<file path="src/rtl/axi_lite_regfile_if.sv">
// AXI4-Lite slave bus bundle for the register file.
// Five channels grouped; master drives requests, slave drives responses.
interface axi_lite_regfile_if #(
    parameter int ADDR_W = 4,
    parameter int DATA_W = 8
);
    logic              s_awvalid;
    logic              s_awready;
    logic [ADDR_W-1:0] s_awaddr;
    logic              s_wvalid;
    logic              s_wready;
    logic [DATA_W-1:0] s_wdata;
    logic              s_bvalid;
    logic              s_bready;
    logic [1:0]        s_bresp;
    logic              s_arvalid;
    logic              s_arready;
    logic [ADDR_W-1:0] s_araddr;
    logic              s_rvalid;
    logic              s_rready;
    logic [DATA_W-1:0] s_rdata;
    logic [1:0]        s_rresp;

    modport master (
        output s_awvalid, s_awaddr,
        output s_wvalid, s_wdata,
        output s_bready,
        output s_arvalid, s_araddr,
        output s_rready,
        input  s_awready, s_wready,
        input  s_bvalid, s_bresp,
        input  s_arready,
        input  s_rvalid, s_rdata, s_rresp
    );

    modport slave (
        input  s_awvalid, s_awaddr,
        input  s_wvalid, s_wdata,
        input  s_bready,
        input  s_arvalid, s_araddr,
        input  s_rready,
        output s_awready, s_wready,
        output s_bvalid, s_bresp,
        output s_arready,
        output s_rvalid, s_rdata, s_rresp
    );
endinterface

</file>
<file path="src/rtl/axi_lite_regfile.sv">
// AXI4-Lite register file with independent read/write FSMs.
// Last good read is shown in hex on active-low seven-segment digits.
module axi_lite_regfile #(
    parameter int DATA_W     = 8,
    parameter int ADDR_W     = 4,
    parameter int DEPTH      = 16,
    parameter int NUM_DIGITS = 2
) (
    input  logic                    clk,
    input  logic                    reset,
    axi_lite_regfile_if.slave       bus,
    output logic [8*NUM_DIGITS-1:0] disp_seg
);

    localparam logic [1:0] RESP_OKAY   = 2'b00;
    localparam logic [1:0] RESP_SLVERR = 2'b10;
    localparam logic [ADDR_W:0] DEPTH_L = (ADDR_W + 1)'(DEPTH);

    typedef enum logic { W_IDLE, W_RESP } w_state_t;
    typedef enum logic { R_IDLE, R_DATA } r_state_t;

    function automatic logic [7:0] seg7(input logic [3:0] nib);
        logic [7:0] s;
        case (nib)
            4'h0: s = 8'h03;
            4'h1: s = 8'h9F;
            4'h2: s = 8'h25;
            4'h3: s = 8'h0D;
            4'h4: s = 8'h99;
            4'h5: s = 8'h49;
            4'h6: s = 8'h41;
            4'h7: s = 8'h1F;
            4'h8: s = 8'h01;
            4'h9: s = 8'h09;
            4'hA: s = 8'h11;
            4'hB: s = 8'hC1;
            4'hC: s = 8'h63;
            4'hD: s = 8'h85;
            4'hE: s = 8'h61;
            default: s = 8'h71;
        endcase
        return s;
    endfunction

    logic [DATA_W-1:0] mem [DEPTH];

    // ---------------- write path ----------------
    w_state_t          w_state;
    w_state_t          w_next;
    logic              aw_held;
    logic              w_held;
    logic [ADDR_W-1:0] aw_addr;
    logic [DATA_W-1:0] w_data;
    logic [1:0]        bresp_q;
    logic              aw_fire;
    logic              w_fire;
    logic              commit;
    logic [ADDR_W-1:0] wr_addr;
    logic [DATA_W-1:0] wr_data;
    logic              wr_ok;

    // Readies depend only on registered state, never on valids.
    assign bus.s_awready = (w_state == W_IDLE) && !aw_held;
    assign bus.s_wready  = (w_state == W_IDLE) && !w_held;
    assign bus.s_bresp   = bresp_q;

    assign aw_fire = bus.s_awvalid && bus.s_awready;
    assign w_fire  = bus.s_wvalid && bus.s_wready;
    assign commit  = (w_state == W_IDLE)
                   && (aw_held || aw_fire)
                   && (w_held || w_fire);

    assign wr_addr = aw_held ? aw_addr : bus.s_awaddr;
    assign wr_data = w_held ? w_data : bus.s_wdata;
    assign wr_ok   = {1'b0, wr_addr} < DEPTH_L;

    always_comb begin
        w_next       = w_state;
        bus.s_bvalid = 1'b0;
        unique case (w_state)
            W_IDLE: begin
                if (commit) w_next = W_RESP;
            end
            W_RESP: begin
                bus.s_bvalid = 1'b1;
                if (bus.s_bready) w_next = W_IDLE;
            end
            default: w_next = W_IDLE;
        endcase
    end

    always_ff @(posedge clk) begin
        if (reset) begin
            w_state <= W_IDLE;
            aw_held <= 1'b0;
            w_held  <= 1'b0;
            aw_addr <= '0;
            w_data  <= '0;
            bresp_q <= RESP_OKAY;
        end else begin
            w_state <= w_next;
            if (commit) begin
                aw_held <= 1'b0;
                w_held  <= 1'b0;
                bresp_q <= wr_ok ? RESP_OKAY : RESP_SLVERR;
            end else begin
                if (aw_fire) begin
                    aw_held <= 1'b1;
                    aw_addr <= bus.s_awaddr;
                end
                if (w_fire) begin
                    w_held <= 1'b1;
                    w_data <= bus.s_wdata;
                end
            end
        end
    end

    always_ff @(posedge clk) begin
        if (reset) begin
            for (int i = 0; i < DEPTH; i++)
                mem[i] <= DATA_W'(i);
        end else if (commit && wr_ok) begin
            mem[wr_addr] <= wr_data;
        end
    end

    // ---------------- read path ----------------
    r_state_t          r_state;
    r_state_t          r_next;
    logic [DATA_W-1:0] rdata_q;
    logic [1:0]        rresp_q;
    logic              ar_fire;
    logic              r_fire;
    logic              rd_ok;

    assign bus.s_arready = (r_state == R_IDLE);
    assign bus.s_rdata   = rdata_q;
    assign bus.s_rresp   = rresp_q;

    assign ar_fire = bus.s_arvalid && bus.s_arready;
    assign r_fire  = bus.s_rvalid && bus.s_rready;
    assign rd_ok   = {1'b0, bus.s_araddr} < DEPTH_L;

    always_comb begin
        r_next       = r_state;
        bus.s_rvalid = 1'b0;
        unique case (r_state)
            R_IDLE: begin
                if (ar_fire) r_next = R_DATA;
            end
            R_DATA: begin
                bus.s_rvalid = 1'b1;
                if (bus.s_rready) r_next = R_IDLE;
            end
            default: r_next = R_IDLE;
        endcase
    end

    // Memory is read before any same-edge write lands, so a
    // colliding read sees the old contents.
    always_ff @(posedge clk) begin
        if (reset) begin
            r_state  <= R_IDLE;
            rdata_q  <= '0;
            rresp_q  <= RESP_OKAY;
            disp_seg <= {NUM_DIGITS{8'h03}};
        end else begin
            r_state <= r_next;
            if (ar_fire) begin
                rdata_q <= rd_ok ? mem[bus.s_araddr] : '0;
                rresp_q <= rd_ok ? RESP_OKAY : RESP_SLVERR;
            end
            if (r_fire && rresp_q == RESP_OKAY) begin
                for (int k = 0; k < NUM_DIGITS; k++)
                    disp_seg[8*k +: 8] <= seg7(rdata_q[4*k +: 4]);
            end
        end
    end

endmodule
</file>
<file path="src/flat_wrapper.sv">
// flat-port wrapper written by rule: the top's interface ports become plain ports
module axi_lite_regfile_flat 
#(
    parameter int DATA_W     = 8,
    parameter int ADDR_W     = 4,
    parameter int DEPTH      = 16,
    parameter int NUM_DIGITS = 2
)
  (clk, reset, disp_seg, bus_s_awvalid, bus_s_awaddr, bus_s_wvalid, bus_s_wdata, bus_s_bready, bus_s_arvalid, bus_s_araddr, bus_s_rready, bus_s_awready, bus_s_wready, bus_s_bvalid, bus_s_bresp, bus_s_arready, bus_s_rvalid, bus_s_rdata, bus_s_rresp);
  axi_lite_regfile_if #(.ADDR_W(ADDR_W), .DATA_W(DATA_W)) bus_i ();
  input  logic clk;
  input  logic reset;
  output logic [8*NUM_DIGITS-1:0] disp_seg;
  input wire logic [$bits(bus_i.s_awvalid)-1:0] bus_s_awvalid;
  input wire logic [$bits(bus_i.s_awaddr)-1:0] bus_s_awaddr;
  input wire logic [$bits(bus_i.s_wvalid)-1:0] bus_s_wvalid;
  input wire logic [$bits(bus_i.s_wdata)-1:0] bus_s_wdata;
  input wire logic [$bits(bus_i.s_bready)-1:0] bus_s_bready;
  input wire logic [$bits(bus_i.s_arvalid)-1:0] bus_s_arvalid;
  input wire logic [$bits(bus_i.s_araddr)-1:0] bus_s_araddr;
  input wire logic [$bits(bus_i.s_rready)-1:0] bus_s_rready;
  output wire logic [$bits(bus_i.s_awready)-1:0] bus_s_awready;
  output wire logic [$bits(bus_i.s_wready)-1:0] bus_s_wready;
  output wire logic [$bits(bus_i.s_bvalid)-1:0] bus_s_bvalid;
  output wire logic [$bits(bus_i.s_bresp)-1:0] bus_s_bresp;
  output wire logic [$bits(bus_i.s_arready)-1:0] bus_s_arready;
  output wire logic [$bits(bus_i.s_rvalid)-1:0] bus_s_rvalid;
  output wire logic [$bits(bus_i.s_rdata)-1:0] bus_s_rdata;
  output wire logic [$bits(bus_i.s_rresp)-1:0] bus_s_rresp;
  assign bus_i.s_awvalid = bus_s_awvalid;
  assign bus_i.s_awaddr = bus_s_awaddr;
  assign bus_i.s_wvalid = bus_s_wvalid;
  assign bus_i.s_wdata = bus_s_wdata;
  assign bus_i.s_bready = bus_s_bready;
  assign bus_i.s_arvalid = bus_s_arvalid;
  assign bus_i.s_araddr = bus_s_araddr;
  assign bus_i.s_rready = bus_s_rready;
  assign bus_s_awready = bus_i.s_awready;
  assign bus_s_wready = bus_i.s_wready;
  assign bus_s_bvalid = bus_i.s_bvalid;
  assign bus_s_bresp = bus_i.s_bresp;
  assign bus_s_arready = bus_i.s_arready;
  assign bus_s_rvalid = bus_i.s_rvalid;
  assign bus_s_rdata = bus_i.s_rdata;
  assign bus_s_rresp = bus_i.s_rresp;
  axi_lite_regfile #(.DATA_W(DATA_W), .ADDR_W(ADDR_W), .DEPTH(DEPTH), .NUM_DIGITS(NUM_DIGITS)) u_core (.clk(clk), .reset(reset), .bus(bus_i), .disp_seg(disp_seg));
endmodule
</file>
<file path="config.mk">
export PLATFORM = sky130hd
export DESIGN_NAME = axi_lite_regfile_flat
export DESIGN_NICKNAME = d
export VERILOG_FILES = /design/src/rtl/axi_lite_regfile_if.sv /design/src/rtl/axi_lite_regfile.sv /design/src/flat_wrapper.sv
export SDC_FILE = /design/constraint.sdc
export NUM_CORES = 1
export LEC_CHECK = 0
export CORE_MARGIN = 3
export CORE_UTILIZATION = 63
export CTS_CLUSTER_DIAMETER = 40
export DETAILED_ROUTE_END_ITERATION = 10
export PLACE_DENSITY = 0.85
export REMOVE_ABC_BUFFERS = 1
export SYNTH_ARGS = -nofsm -noshare
export SYNTH_HDL_FRONTEND = slang
export SYNTH_SLANG_ARGS = --single-unit
</file>
<file path="constraint.sdc">
create_clock -name clk -period 3.73 [get_ports clk]
set_clock_uncertainty 0.05 [all_clocks]
set_input_delay 0.373 -clock clk [delete_from_list [all_inputs] [get_ports clk]]
set_output_delay 0.373 -clock clk [all_outputs]
set_load 0.05 [all_outputs]
</file>
==> results.sh, run 1 <==
export IMPL_status="completed"
export IMPL_tritoncts_num_buffers=17
export IMPL_fp_dieH_um=117
export IMPL_layout_commonest_cell="nor2_1"
export IMPL_worstMarginPinSlew_ps=998
export IMPL_critPathKind="register to register"
export IMPL_slew_headroom_pct=33.2
export IMPL_dr_pass1_iters=5
export IMPL_crit_fanout=18
export IMPL_numPortBuffers=49
export IMPL_hold_depth=1
export IMPL_hold_path_class="register to register"
export IMPL_end_kind="register"
export IMPL_period_needed_ps=2690
export IMPL_drc=0
export IMPL_syn_area_um2=7770
export IMPL_ctsHoldBuffers=0
export IMPL_place_area_um2=8350
export IMPL_cts_tree="built"
export IMPL_fin_crit_sh_pct=72.1
export IMPL_yosysSeqAreaShare_pct=59.2
export IMPL_num_antenna_cells=0
export IMPL_rsz0062_at_grt="false"
export IMPL_clk_path_buf_depth=2
export IMPL_die_area_um2=13700
export IMPL_area_delta_synth_final_pct=15.3
export IMPL_overflow=0
export IMPL_route_detailed_wl_per_inst_um=21.2
export IMPL_globalplace_congestion=0.829
export IMPL_final_nets=712
export IMPL_worstPathArrival_ps=2730
export IMPL_finalMaxSlewViolations=0
export IMPL_nFillCells=712
export IMPL_synthTopCellsByArea="edfxtp_1 (49%), dfxtp_1 (9.8%), mux4_2 (7.0%), nor2_1 (6.6%), mux2i_1 (6.6%)"
export IMPL_final_cell_area_um2=8960
export IMPL_yosysWarnings=0
export IMPL_peakVddDrop_v=0.000387
export IMPL_dpl_hpwl_mm=12.0
export IMPL_grt_max_degree=33
export IMPL_finalSetupViolCount=0
export IMPL_drtIter0Drc=675
export IMPL_via_per_inst=6.46
export IMPL_die_w_um=117
export IMPL_core_area_um2=11700
export IMPL_async_flop_share_pct=0
export IMPL_start_util_pct=66.4
export IMPL_routed_wl_mm=17.6
export IMPL_first_global_vias=5310
export IMPL_rows=39
export IMPL_synth_edf_count=128
export IMPL_synth_seq_cells=166
export IMPL_syn_area_per_cell_um2=12.2
export IMPL_num_vias=5385
export IMPL_path_clk_slew_ps=60
export IMPL_postCtsSetupBuffers=0
export IMPL_clk_latency_ps=430
export IMPL_cts_resized=0
export IMPL_leakagePower_nw=3.16
export IMPL_cts_root_buf="clkbuf_16"
export IMPL_antenna_left=0
export IMPL_yosysUniqueCellTypes=45
export IMPL_cts_sinks=166
export IMPL_worstPathRequired_ps=3770
export IMPL_hold_viol=0
export IMPL_drive_above_1_share_pct=12.8
export IMPL_max_cap_violations=0
export IMPL_final_cell_mix="nor2_1 (137), edfxtp_1 (128), mux2i_1 (51)"
export IMPL_ioPinCount=56
export IMPL_rr_worst_depth=4
export IMPL_antenna_found_initial=0
export IMPL_grt_pass1_wl_mm=27.5
export IMPL_h_tree_depth=4
export IMPL_startpoint_type="register"
export IMPL_netlist_area_leader_share_pct=49.5
export IMPL_tns_ps=0
export IMPL_synth_largest_area_cell="edfxtp_1"
export IMPL_grt_use_total_pct=27.4
export IMPL_ys_flop_type="edfxtp_1"
export IMPL_syn_inst=637
export IMPL_fmaxAchievable_mhz=372
export IMPL_power_density_nw_per_um2=498
-- cell families after synthesis --
logic type,after synthesis,synth area share [%]
other,2,0.0966
buffers and inverters,61,3.46
flip-flops,166,59.2
AO/OA/AOI/OAI,62,6.21
AND/OR/NAND/NOR,256,15.1
multiplexers,78,14.0
adder cells (fa/ha/maj),12,1.93
-- synth_stat cells (12+ instances only) --
library cell,n
clkbuf_1,30
dfxtp_1,38
edfxtp_1,128
ha_1,12
inv_1,12
mux2i_1,51
mux4_2,24
nand2_1,31
nand2b_1,19
nand3_1,23
nand4_1,12
nor2_1,137
o21ai_0,12
-- report_power, final --
part,total (W),internal [W],switching [W]
Clock,0.00180,0.00106,0.000743
Sequential,0.00212,0.00206,0.0000614
Combinational,0.000541,0.000194,0.000347
-- worst paths after layout --
| kind | from | to | slack, ps |
|---|---|---|---|
| worst max register to register | u_core.aw_held | u_core.mem[0][3] | 1040 |
| worst max-delay path | u_core.aw_held | u_core.mem[0][3] | 1040 |
| worst min register to register | u_core.disp_seg[1] | u_core.disp_seg[1] | 420 |
| worst min-delay path | u_core.disp_seg[1] | u_core.disp_seg[1] | 420 |
-- per-stage QoR --
| stage | cells | worst slack [ps] | total power, W | util (%) | hold slack (ps) |
|---|---|---|---|---|---|
| final | 833 | 1040 | 0.00446 | 76.5 | 421 |
| after global routing | 833 | 886 | 0.00458 | 76.5 | 437 |
| after CTS | 833 | 1060 | 0.00445 | 76.5 | 426 |
| after detailed placement | 801 | 887 | 0.00269 | 71.3 | 416 |
| after global placement | 801 | 975 | 0.00267 | 71.3 | 395 |
| after floorplan | 592 | 456 | 0.00247 | - | 392 |
-- area by class of cell --
class                           instances  area, um^2  share of cell area, %
Sequential cell                       166        4600                   51.4
Multi-Input combinational cell        414        2920                   32.6
Timing Repair Buffer                   66         608                   6.79
Clock buffer                           17         425                   4.75
Clock inverter                         15         179                   2.00
Tap cell                              143         179                   2.00
Inverter                               12        45.0                  0.503
-- layer usage --
metal  part of all wire [%]  GRT usage, %  wire (um)
met1                     38          34.6       6720
met2                     48          44.1       8430
met3                    9.9          7.81       1740
met4                    4.3          13.0        758
met5                      0             0          0
-- worst max-delay path, stage by stage, from the launching register on --
cell	delay, ps
dfxtp_1	700
or3b_1	460
a2111oi_4	620
nand2_4	160
nand2b_1	350
-- registers in the layout (all words and copies together) (netlist names) --
register / count
u_core.aw_addr: 4
u_core.r_state: 1
u_core.bus.s_rdata: 8
u_core.disp_seg: 14
u_core.w_state: 1
u_core.w_data: 8
u_core.mem: 128
u_core.aw_held: 1
u_core.w_held: 1
Note: power is estimated with default switching activity, not from simulation.
==> run 2, diff against run 1 <==
- CORE_UTILIZATION: 63 -> 59
- PLACE_DENSITY: 0.85 -> 0.8
- clock period: 3.73 -> 2.8 ns (I/O delays scaled with it)
==> run 2 against run 1 <==
Fmax grew 7.0%. Combinational power grew 37%. Routed wire length shrank 2.9%. Critical path depth grew 1. Final cell count grew 5.0%. First-iteration DRC count shrank 19%. Utilization shrank 5.7 points. Worst setup slack lost 750 ps. Global-route usage shrank 2.7 points. Critical path type unchanged. Largest cell class unchanged.
==> results.sh, run 2 (synthesis gave the netlist of run 1 again) <==
export IMPL_area_delta_synth_final_pct=16.4
export IMPL_numPortBuffers=49
export IMPL_worstPathRequired_ps=2830
export IMPL_worstPathArrival_ps=2550
export IMPL_drc=0
export IMPL_worstMarginPinSlew_ps=741
export IMPL_ctsHoldBuffers=0
export IMPL_cts_resized=0
export IMPL_antenna_found_initial=0
export IMPL_slowest_delay_ps=680
export IMPL_combPwrFrac_pct=13.2
export IMPL_num_antenna_cells=0
export IMPL_cts_root_buf="clkbuf_16"
export IMPL_dr_pass1_iters=6
export IMPL_slew_headroom_pct=50.4
export IMPL_hold_path_class="primary input to register"
export IMPL_grt_pass1_wl_mm=27.2
export IMPL_finalSetupViolCount=0
export IMPL_regMostFlops="u_core.mem"
export IMPL_crit_fanout=18
export IMPL_globalplace_congestion=0.834
export IMPL_rr_worst_depth=5
export IMPL_die_area_um2=14600
export IMPL_ioPinCount=56
export IMPL_status="completed"
export IMPL_layout_commonest_cell="nor2_1"
export IMPL_antenna_left=0
export IMPL_tritoncts_num_buffers=17
export IMPL_multi_input_area_um2=2920
export IMPL_start_util_pct=60.8
export IMPL_hold_viol=0
export IMPL_fin_crit_sh_pct=89.7
export IMPL_place_area_um2=8530
export IMPL_grt_max_degree=42
export IMPL_cts_tree="built"
export IMPL_period_needed_ps=2510
export IMPL_regArea_um2=4600
export IMPL_hold_depth=2
export IMPL_final_nets=725
export IMPL_die_w_um=121
export IMPL_largest_register_ff_count=128
export IMPL_first_global_vias=5189
export IMPL_tns_ps=0
export IMPL_critPathKind="register to register"
export IMPL_rows=41
export IMPL_via_per_inst=6.08
export IMPL_path_clk_slew_ps=60
export IMPL_drive_above_1_share_pct=14.1
export IMPL_peakVddDrop_v=0.000415
export IMPL_fin_cells=875
export IMPL_final_cell_area_um2=9040
export IMPL_leakagePower_nw=3.18
export IMPL_hold_end="u_core.w_data[2]"
export IMPL_final_cell_mix="nor2_1 (137), edfxtp_1 (128), mux2i_1 (51)"
export IMPL_fmaxAchievable_mhz=398
export IMPL_min_from="reset"
export IMPL_routed_wl_mm=17.1
export IMPL_power_w=0.00560
export IMPL_drtIter0Drc=544
export IMPL_core_area_um2=12800
export IMPL_p_sw_share_pct=26.3
export IMPL_rsz0062_at_grt="false"
export IMPL_r2r_start="u_core.aw_held"
export IMPL_overflow=0
export IMPL_cp_cell_sequence="nor2_1, a2111oi_2, buf_4, nand2_1, nand2b_1"
export IMPL_crit_family="simple AND/OR/NAND/NOR gates"
export IMPL_largest_registers="u_core.mem (128), u_core.disp_seg (14)"
export IMPL_clockPowerShare_pct=36.7
export IMPL_dpl_hpwl_mm=11.7
export IMPL_grt_use_total_pct=24.7
export IMPL_max_cap_violations=0
export IMPL_postCtsSetupBuffers=0
export IMPL_regToRegSetupSlack_ps=290
export IMPL_power_density_nw_per_um2=620
export IMPL_internal_power_w=0.00413
export IMPL_p_sw_w=0.00147
export IMPL_cp_slowest_cell="dfxtp_1"
export IMPL_clk_path_buf_depth=2
export IMPL_placed_cells=843
export IMPL_cts_sinks=166
export IMPL_startpoint_type="register"
export IMPL_num_vias=5324
export IMPL_critPathBufInv=1
export IMPL_finalMaxSlewViolations=0
export IMPL_nFillCells=830
export IMPL_fp_dieH_um=121
export IMPL_end_kind="register"
export IMPL_clk_latency_ps=430
export IMPL_rr_endpoint="u_core.mem[12][0]"
export IMPL_p_seq_share_pct=50.1
export IMPL_h_tree_depth=4
export IMPL_route_detailed_wl_per_inst_um=19.6
export IMPL_final_util_pct=70.8
## run 2: power by group through the flow
stage / Combinational, W / Sequential [W] / Clock [W]
3_3_place_gp: 0.000718 / 0.00285 / 0
2_1_floorplan: 0.000361 / 0.00293 / 0
4_1_cts: 0.000740 / 0.00281 / 0.00207
6_report: 0.000741 / 0.00281 / 0.00206
5_1_grt: 0.000792 / 0.00282 / 0.00216
3_5_place_dp: 0.000736 / 0.00286 / 0
## run 2: per-layer routing
layer | GRT usage, % | wire length [um] | vias up
li1 | - | - | 2423
met5 | 0 | 0 | -
met3 | 4.26 | 1370 | 28
met4 | 9.63 | 333 | 0
met2 | 42.4 | 8840 | 277
met1 | 31.4 | 6590 | 2596
## run 2: worst max path at each step
stage	slack (ps)	end	cells past startpoint	from
floorplan	-470	u_core.mem[1][0]	4	u_core.w_state
global placement	320	u_core.mem[12][4]	6	bus_s_awaddr[2]
detailed placement	270	u_core.mem[12][4]	6	bus_s_awaddr[3]
CTS	310	u_core.mem[12][4]	5	u_core.aw_held
global route	70	u_core.mem[12][4]	5	u_core.aw_held
finish	290	u_core.mem[12][0]	5	u_core.aw_held
## run 2: cell type report
class / instances / share of cell area [%]
flip-flops and latches: 166 / 50.9
multi-input cells: 414 / 32.3
repair buffers: 79 / 8.22
clock buffers: 18 / 4.75
well taps: 172 / 2.38
clock inverters: 14 / 0.982
inverters: 12 / 0.498
## run 2: metrics by stage
stage	hold slack, ps	setup slack, ps
floorplan	299	-474
global placement	396	323
detailed placement	406	270
CTS	275	314
global route	313	72.3
finish	285	287
## run 2: worst reg2reg max path, delay by kind of cell, from the launching register on
kind                   cells  cell delay, ps
AO/OA/AOI/OAI              1             360
buffers and inverters      1             280
flip-flops                 1             680
AND/OR/NAND/NOR            3             800
==> run 3, diff against run 2 <==
- CORE_MARGIN: 3 -> 5
- CORE_UTILIZATION: 59 -> 63
- PLACE_DENSITY: 0.8 -> 0.85
- SLEW_MARGIN: default -> 20
- clock period: 2.8 -> 2.9 ns (I/O delays scaled with it)
==> run 3 against run 2 <==
Utilization grew 4.0 points. Count of clock-buffer cells in the layout shrank 1. Sequential power shrank 4%. Fmax shrank 2.4%. First-iteration DRC count grew 14%. Die area grew 0.50%. Hold slack lost 14 ps. Cell area shrank 0.22%. Critical path type unchanged. Critical endpoint is now u_core.mem[2][1].
==> results.sh, run 3 (synthesis gave the netlist of run 1 again) <==
export IMPL_status="completed"
export IMPL_antenna_found_initial=0
export IMPL_numPortBuffers=49
export IMPL_cts_root_buf="clkbuf_16"
export IMPL_dr_pass1_iters=6
export IMPL_final_nets=721
export IMPL_worstMarginPinSlew_ps=668
export IMPL_cp_slowest_cell="dfxtp_1"
export IMPL_slew_headroom_pct=55.5
export IMPL_peakVddDrop_v=0.000444
export IMPL_h_tree_depth=4
export IMPL_core_area_um2=12100
export IMPL_num_antenna_cells=0
export IMPL_grt_pass1_wl_mm=28.8
export IMPL_regMostFlops="u_core.mem"
export IMPL_route_detailed_wl_per_inst_um=20.4
export IMPL_grt_max_degree=32
export IMPL_finalWorstSetupSlack_ps=324
export IMPL_ioPinCount=56
export IMPL_post_place_ws_ps=292
export IMPL_multi_input_area_um2=2920
export IMPL_overflow=0
export IMPL_rows=40
export IMPL_clk_latency_ps=420
export IMPL_rr_endpoint="u_core.mem[2][1]"
export IMPL_path_clk_slew_ps=60
export IMPL_leakagePower_nw=3.17
export IMPL_hold_depth=2
export IMPL_period_needed_ps=2580
export IMPL_power_density_nw_per_um2=613
export IMPL_rr_worst_depth=5
export IMPL_hold_end="u_core.aw_addr[2]"
export IMPL_start_util_pct=64.4
export IMPL_crit_fanout=24
export IMPL_finalSetupViolCount=0
export IMPL_crit_family="simple AND/OR/NAND/NOR gates"
export IMPL_area_delta_synth_final_pct=16.1
export IMPL_rsz0062_at_grt="false"
export IMPL_num_vias=5338
export IMPL_layout_commonest_cell="nor2_1"
export IMPL_fp_dieH_um=121
export IMPL_fin_crit_sh_pct=88.8
export IMPL_clk_path_buf_depth=2
export IMPL_via_per_inst=6.16
export IMPL_whs_ps=270
export IMPL_end_kind="register"
export IMPL_max_cap_violations=0
export IMPL_first_global_vias=5363
export IMPL_critPathBufInv=1
export IMPL_nFillCells=757
export IMPL_slowest_delay_ps=710
export IMPL_cts_tree="built"
export IMPL_final_util_pct=74.8
export IMPL_r2r_start="u_core.aw_held"
export IMPL_regToRegSetupSlack_ps=320
export IMPL_postCtsSetupBuffers=0
export IMPL_fin_cells=867
export IMPL_worstPathArrival_ps=2610
export IMPL_ctsHoldBuffers=0
export IMPL_cts_sinks=166
export IMPL_min_from="reset"
export IMPL_largest_registers="u_core.mem (128), u_core.disp_seg (14)"
export IMPL_cp_cell_sequence="nor2_1, nor3_2, buf_4, nand3_1, nand2b_1"
export IMPL_startpoint_type="register"
export IMPL_grt_use_total_pct=26.0
export IMPL_dpl_hpwl_mm=12.1
export IMPL_drtIter0Drc=621
export IMPL_critPathKind="register to register"
export IMPL_finalMaxSlewViolations=0
export IMPL_die_w_um=121
export IMPL_cts_resized=0
export IMPL_regArea_um2=4600
export IMPL_drive_above_1_share_pct=13.9
export IMPL_largest_register_ff_count=128
export IMPL_final_cell_mix="nor2_1 (137), edfxtp_1 (128), mux2i_1 (51)"
export IMPL_fmaxAchievable_mhz=388
export IMPL_placed_cells=835
export IMPL_hold_viol=0
export IMPL_worstPathRequired_ps=2930
export IMPL_hold_path_class="primary input to register"
export IMPL_routed_wl_mm=17.7
export IMPL_globalplace_congestion=0.860
export IMPL_antenna_left=0
export IMPL_die_area_um2=14700
export IMPL_drc=0
export IMPL_tritoncts_num_buffers=17
run 3: cell count changes in the layout (fill, tap and decap cells not counted), sizes merged:
cell    before  now
inv         12   13
buf         32   28
clkinv       8    7
bufinv       0    1
clkbuf      18   17
run 3: final cells by class:
| type | instances | share of cell area, % |
|---|---|---|
| Timing Repair Buffer | 75 | 7.63 |
| Multi-Input combinational cell | 414 | 32.3 |
| Clock inverter | 15 | 1.47 |
| Inverter | 12 | 0.499 |
| Tap cell | 168 | 2.33 |
| Sequential cell | 166 | 51.0 |
| Clock buffer | 17 | 4.71 |
run 3: worst register-to-register path: stages (launching register included):
cell,delay (ps)
dfxtp_1,710
nor2_1,280
nor3_2,200
buf_4,300
nand3_1,300
nand2b_1,390
run 3: metal layers:
layer,track usage [%],part of all wire (%),up-vias
li1,-,-,2425
met1,32.8,39,2557
met4,13.1,4.1,0
met3,5.31,8.1,50
met5,0,0,-
met2,42.8,49,306
run 3: how the worst max path moves through the flow:
| stage | startpoint | endpoint | slack (ps) | cells after the start |
|---|---|---|---|---|
| after floorplan | u_core.w_state | u_core.mem[1][0] | -370 | 4 |
| after global placement | bus_s_awaddr[0] | u_core.mem[0][4] | 430 | 6 |
| after detailed placement | bus_s_awaddr[3] | u_core.mem[12][7] | 290 | 6 |
| after CTS | u_core.aw_held | u_core.mem[2][1] | 350 | 5 |
| after global routing | u_core.aw_held | u_core.mem[10][6] | 130 | 5 |
| final | u_core.aw_held | u_core.mem[2][1] | 320 | 5 |
run 3: power breakdown:
group | switching, W | internal, W
Combinational | 0.000456 | 0.000260
Clock | 0.000927 | 0.00118
Sequential | 0.0000688 | 0.00264
Total | 0.00145 | 0.00408
run 3: metrics by stage:
step | TNS, ps | total power [W] | instance area, um^2
6_report | 0 | 0.00553 | 9020
5_1_grt | 0 | 0.00574 | 9020
4_1_cts | 0 | 0.00554 | 9020
3_3_place_gp | 0 | 0.00344 | 8470
2_1_floorplan | -23270 | 0.00318 | 7560
3_5_place_dp | 0 | 0.00347 | 8470
